**src/rtl/reg_file_dumper.sv**
```systemverilog
// Walks the register file through one shared read port and streams {address, data}
// words on a valid/ready interface for debug and trace capture.
module reg_file_dumper #(
    parameter int ADDRESS_WIDTH = 5,
    parameter int DATA_WIDTH    = 32,
    parameter int NUM_REGS      = 32
) (
    input  logic                     clk,
    input  logic                     rst,
    input  logic                     start,
    output logic [ADDRESS_WIDTH-1:0] rd_addr,
    input  logic [DATA_WIDTH-1:0]    rd_data,
    output logic                     dout_valid,
    input  logic                     dout_ready,
    output logic [ADDRESS_WIDTH-1:0] dout_addr,
    output logic [DATA_WIDTH-1:0]    dout_data,
    output logic                     busy,
    output logic                     done
);

    typedef enum logic [1:0] {
        IDLE,
        READ,
        SEND,
        DONE
    } state_t;

    localparam logic [ADDRESS_WIDTH-1:0] LAST_ADDR = ADDRESS_WIDTH'(NUM_REGS - 1);

    state_t state;
    state_t state_next;
    logic   accept;
    logic   last_word;

    // rd_addr doubles as the walk counter; it only moves on IDLE->READ and SEND->READ
    assign accept    = dout_valid && dout_ready;
    assign last_word = (rd_addr == LAST_ADDR);

    always_comb begin
        state_next = state;
        case (state)
            IDLE: if (start) state_next = READ;
            READ: state_next = SEND;
            SEND: begin
                if (accept) state_next = last_word ? DONE : READ;
            end
            DONE: state_next = IDLE;
            default: state_next = IDLE;
        endcase
    end

    always_ff @(posedge clk or posedge rst) begin
        if (rst) state <= IDLE;
        else     state <= state_next;
    end

    // busy and done are registered from the next state so they line up with the state itself
    always_ff @(posedge clk or posedge rst) begin
        if (rst) begin
            rd_addr    <= '0;
            dout_valid <= 1'b0;
            dout_addr  <= '0;
            dout_data  <= '0;
            busy       <= 1'b0;
            done       <= 1'b0;
        end else begin
            busy <= (state_next != IDLE);
            done <= (state_next == DONE);
            case (state)
                IDLE: begin
                    if (start) rd_addr <= '0;
                end
                READ: begin
                    dout_data  <= rd_data;
                    dout_addr  <= rd_addr;
                    dout_valid <= 1'b1;
                end
                SEND: begin
                    if (accept) begin
                        dout_valid <= 1'b0;
                        if (!last_word) rd_addr <= rd_addr + 1'b1;
                    end
                end
                default: ;
            endcase
        end
    end

endmodule

```
**config.mk**
```make
export PLATFORM = sky130hd
export DESIGN_NAME = reg_file_dumper
export DESIGN_NICKNAME = d
export VERILOG_FILES = /design/src/rtl/reg_file_dumper.sv
export SDC_FILE = /design/constraint.sdc
export NUM_CORES = 1
export LEC_CHECK = 0
export BUFFER_PORTS_ARGS = -buffer_cell sky130_fd_sc_hd__buf_2
export CAP_MARGIN = 10
export CORE_UTILIZATION = 50
export CTS_BUF_LIST = sky130_fd_sc_hd__clkbuf_16
export DETAILED_ROUTE_END_ITERATION = 10
export PLACE_DENSITY = 0.95
export SYNTH_ARGS = -nofsm -noshare
export SYNTH_HDL_FRONTEND = slang
export SYNTH_SLANG_ARGS = --single-unit
```
**constraint.sdc**
```tcl
create_clock -name clk -period 4.39 [get_ports clk]
set_input_delay 0 -clock clk [delete_from_list [all_inputs] [get_ports clk]]
set_output_delay 0 -clock clk [all_outputs]
set_load 0.05 [all_outputs]
```
# Word level (Yosys, flattened, before mapping)
# Index checks and enable logic that the tools add are counted.
[word_totals] output_inout_bits=45 ff_bits=47 input_bits=36
[classes] n_addsub=1 reduce_logical=7 n_mux=10 n_eq_ne=8
[ops] operator="$mux 5" count=3
[ops] operator="$pmux 5 s2" count=1
[ops] operator="$pmux 2 s4" count=1
[ops] operator="$eq 2x2->1 const B" count=3
[ops] operator="$mux 2" count=3
[ops] operator="$ne 2x2->1 const B" count=3
[ops] operator="$reduce_bool 2->1" count=3
[ops] operator="$add 5x1->5 const B" count=1
[ops] operator="$eq 5x5->1 const B" count=1
[ops] operator="$reduce_and 4->1" count=1
[ops] operator="$eq 2x1->1 const B" count=1
[ops] operator="$logic_not 2->1" count=1
[ops] operator="$pmux 1 s2" count=1
[ops] operator="$reduce_and 2->1" count=1
[ops] operator="$logic_and 1x1->1" count=1
[ops] operator="$mux 1" count=1

# Logic depth before layout (Yosys ltp)
[logic_depth] ltp_word=5 mapped_depth=7 depth_no_buf=6

# Least setup slack after synthesis
# No wires, ideal clock.
[synth_timing] path_kind="register to register" from="register rd_addr[0]" to="register rd_addr[0]" path_stages_with_launch=8 setup_ps=85 arrival_time_ps=1959 t_required_ps=4305 slack_ps=2345 cell_sequence="dfrtp_1 -> ha_1 -> and3_1 -> ha_1 -> and3b_1 -> clkbuf_1 -> and2_1 -> mux2i_1"
[synth_via] elab_chain_cells=4
[synth_lines] element="start, declared" line_no="11" source="output logic [ADDRESS_WIDTH-1:0] rd_addr,"
[synth_lines] element="start signal, assigned" line_no="81" source="if (!last_word) rd_addr <= rd_addr + 1'b1;"
[synth_lines] element="$add 5x1->5" line_no="81"
[synth_lines] element="$mux 5" line_no="81"
[synth_lines] element="$mux 5" line_no="79" source="if (accept) begin"
[synth_lines] element="$pmux 5 s2" line_no="69" source="case (state)"
# Several ways; a longest one is shown, not always the timed one. The select of a mux whose other input is x is not followed.
# A chain may end at the register's enable or synchronous reset.

# Worst setup path in the final report
[layout_timing] from="register state[1]" to="register dout_data[15]"
[layout_via] elab_chain_cells=1
[layout_lines] element="start, declared" line_no="30" source="state_t state;"
[layout_lines] element="start signal, assigned" line_no="54" source="else state <= state_next;"
[layout_lines] element="$eq 2x1->1" line_no="69"
[layout_lines] element="end signal, assigned" line_no="74" source="dout_data <= rd_data;"
[layout_lines] element="end, declared" line_no="16" source="output logic [DATA_WIDTH-1:0] dout_data,"
# No other way between the ends.

==> metrics.txt <==
DIE WIDTH 63.7 µm; Setup TNS 0 ps; Port Buffer Count 80; clk_lat worst skew 280 ps; core area 3660 µm²; fillcell total 234; Post-synth EDFFs 0; final core occ 76.8%; Net Switching 1.18 mW; crit path DAT 2100 ps; Post-synth top cells dfrtp_1, mux2_2, mux2_4, nand2_1, nand3_1; FF+latch count, synth 47; DRT antenna net count 0; clk_skew 6.53 ps; switch share 48.5%; Power Dens Cells 865 nW/µm²; RSZ-0062 raised after global routing no; Pre-antenna DRT Iters 4; share of cells above drive strength 1 52.7%; kind of critical path reg -> reg; global-route wire length before repair 6.56 mm; Max VDD drop 0.592 mV; Setup Viol. Count Final 0; register area 1180 µm²; Remaining DRCs 0; WP data required 4550 ps; reg-to-reg endpoint dout_data[15]$_DFFE_PP0P_; r2r setup slk 2460 ps; Routed WL per cell 14.4 µm; Achievable Freq 517 MHz; fin. max-slew vios 0; routability congestion estimate 0.882; Int Pwr 1.25 mW; Initial Util 51.9%; gr usage total 21.5%; Setup WS pre-CTS 2410 ps; hold path startpoint start; register share of total power 30.8%; CTS Buf Count 5; setup ws final 2460 ps; crit end category register; status complete, no violations; Synth area leaders dfrtp_1, mux2_2, mux2_4; Yosys cell types 24; hold path endpoint state[0]$_DFF_PP0_; Final Hold Vio Count 0; multi-input logic area 679 µm²; Detailed Route Iter0 Violations 35; hold slack 48.3 ps; synth warn 0; final period demand of the worst path 1930 ps; Critical Path Start Type register; Die ar. 4050 µm²; vias in the first global route 1451; sequential share of the synthesized area 61.8%; maximum fanout along the worst path 39; worst r2r path cells 2; hold depth 3; Max-slew headroom 23.9%; CTS clk-pin slew, worst paths 60 ps; drt via density 4.94; most frequent cell after synthesis dfrtp_1; Logic pwr share 54.5%; synthesized area 1900 µm²; Area Growth Syn to Fin 47.8%; Clock Power Share 14.7%; Max Cap Violations 0; Mapped Cells 126; GR Overflow Total 0; Synth Area per Inst 15.1 µm²; Post-DP HPWL 2.37 mm; Lkg Pwr 1.42 nW; share of Yosys cell area claimed by the top area cell type 61.8%; routed wire length 4.19 mm; predominant post-synthesis flop cell dfrtp_1; async set-or-reset flop fraction in the synthesized netlist 100%; n_diodes 0; Post-CTS Setup Bufs 0; Worst-Margin Slew 1140 ps; total number of vias 1438; CTS tree done; CTS sink cnt 47; PnR Total Power 2.43 mW; clk buf depth 2; largest net degree at the start of global routing 48; worst hold path type in -> reg; syn_nets 164; clk root buf clkbuf_16; # IOs 81; Clock H-tree levels 2; worst r2r src state[1]$_DFF_PP0_; final net count 280; CTS resizes 0; row cnt 22; Tcrit/Tclk final 44.1%; largest area contributor in the netlist dfrtp_1; initial antenna violation count 0; die height 63.7 µm
[metal layers]
| metal | wire (µm) | vias up | track usage [%] |
|---|---|---|---|
| met5 | 0 | - | 0 |
| met2 | 2190 | 58 | 39.5 |
| met4 | 45 | 0 | 7.67 |
| li1 | - | 670 | - |
| met1 | 1720 | 705 | 23.6 |
| met3 | 236 | 5 | 5.43 |
[cell type report]
class | instances | area share (%)
clock buffer | 5 | 4.45
clock inverter | 3 | 0.534
inverter | 4 | 0.534
multi-input combinational | 70 | 24.2
sequential | 47 | 41.8
tap | 48 | 2.14
timing repair buffer | 114 | 26.3
[repair_timing]
item | in CTS | in global routing
endpoints found under the hold margin | 80 | 0
setup endpoints to repair | 0 | 0
hold buffers | 34 | 0
[how the worst max path moves through the flow]
stage	to	cells after the start	start	slack [ps]
after floorplan	rd_addr[0]$_DFFE_PP0P_	7	rd_addr[0]$_DFFE_PP0P_	2350
after global placement	dout_data[11]$_DFFE_PP0P_	2	state[1]$_DFF_PP0_	2490
after detailed placement	dout_addr[1]$_DFFE_PP0P_	2	state[1]$_DFF_PP0_	2410
after CTS	dout_data[11]$_DFFE_PP0P_	2	state[1]$_DFF_PP0_	2430
after global routing	dout_data[15]$_DFFE_PP0P_	2	state[1]$_DFF_PP0_	2350
final	dout_data[15]$_DFFE_PP0P_	2	state[1]$_DFF_PP0_	2460
[placed cells by master (no fill, tap or decap)]
| cell | n |
|---|---|
| nand2b_1 | 2 |
| clkinv_2 | 3 |
| nand2_1 | 5 |
| o21bai_1 | 1 |
| and3b_1 | 1 |
| or2_1 | 1 |
| mux2_2 | 28 |
| dfrtp_1 | 47 |
| inv_1 | 3 |
| mux2_4 | 9 |
| dlygate4sd3_1 | 34 |
| and2b_1 | 1 |
| inv_2 | 1 |
| nand3_1 | 5 |
| a21oi_1 | 2 |
| and2_1 | 2 |
| mux2i_1 | 3 |
| a22o_1 | 1 |
| or3b_2 | 1 |
| o221ai_1 | 2 |
| ha_1 | 2 |
| nor2_1 | 1 |
| clkbuf_16 | 5 |
| nor2b_4 | 1 |
| and3_1 | 2 |
| buf_2 | 80 |
[power groups by stage]
| stage | registers (mW) | clock network (mW) | logic (mW) |
|---|---|---|---|
| finish | 0.749 | 0.357 | 1.33 |
| global route | 0.774 | 0.381 | 1.38 |
| CTS | 0.747 | 0.361 | 1.33 |
| detailed placement | 0.747 | 0 | 1.31 |
| global placement | 0.741 | 0 | 1.28 |
| floorplan | 1.40 | 0 | 0.390 |
[worst max-delay path, stage by stage, from the launching register on]
cell     delay [ps]
dfrtp_1         470
nor2b_4         920
mux2_2          430
[kinds of logic after synthesis]
logic type,after synthesis,share of synthesized area [%]
AND/OR/NAND/NOR,22,6.58
buffers and inverters,9,2.70
adder cells (fa/ha/maj),2,1.32
AO/OA/AOI/OAI,6,2.30
multiplexers,40,25.3
flip-flops,47,61.8
[flip-flops by register name, summed over array words and instances (netlist names)]
signal / count
dout_data: 32
dout_addr: 5
rd_addr: 5
state: 2
busy: 1
done: 1
dout_valid: 1
[per-stage QoR]
stage               std cells  cell area, µm²
global route              291            2810
detailed placement        249            2330
floorplan                 126            1900
global placement          249            2330
CTS                       291            2810
finish                    291            2810
Note: power is estimated with default switching activity, not from simulation.
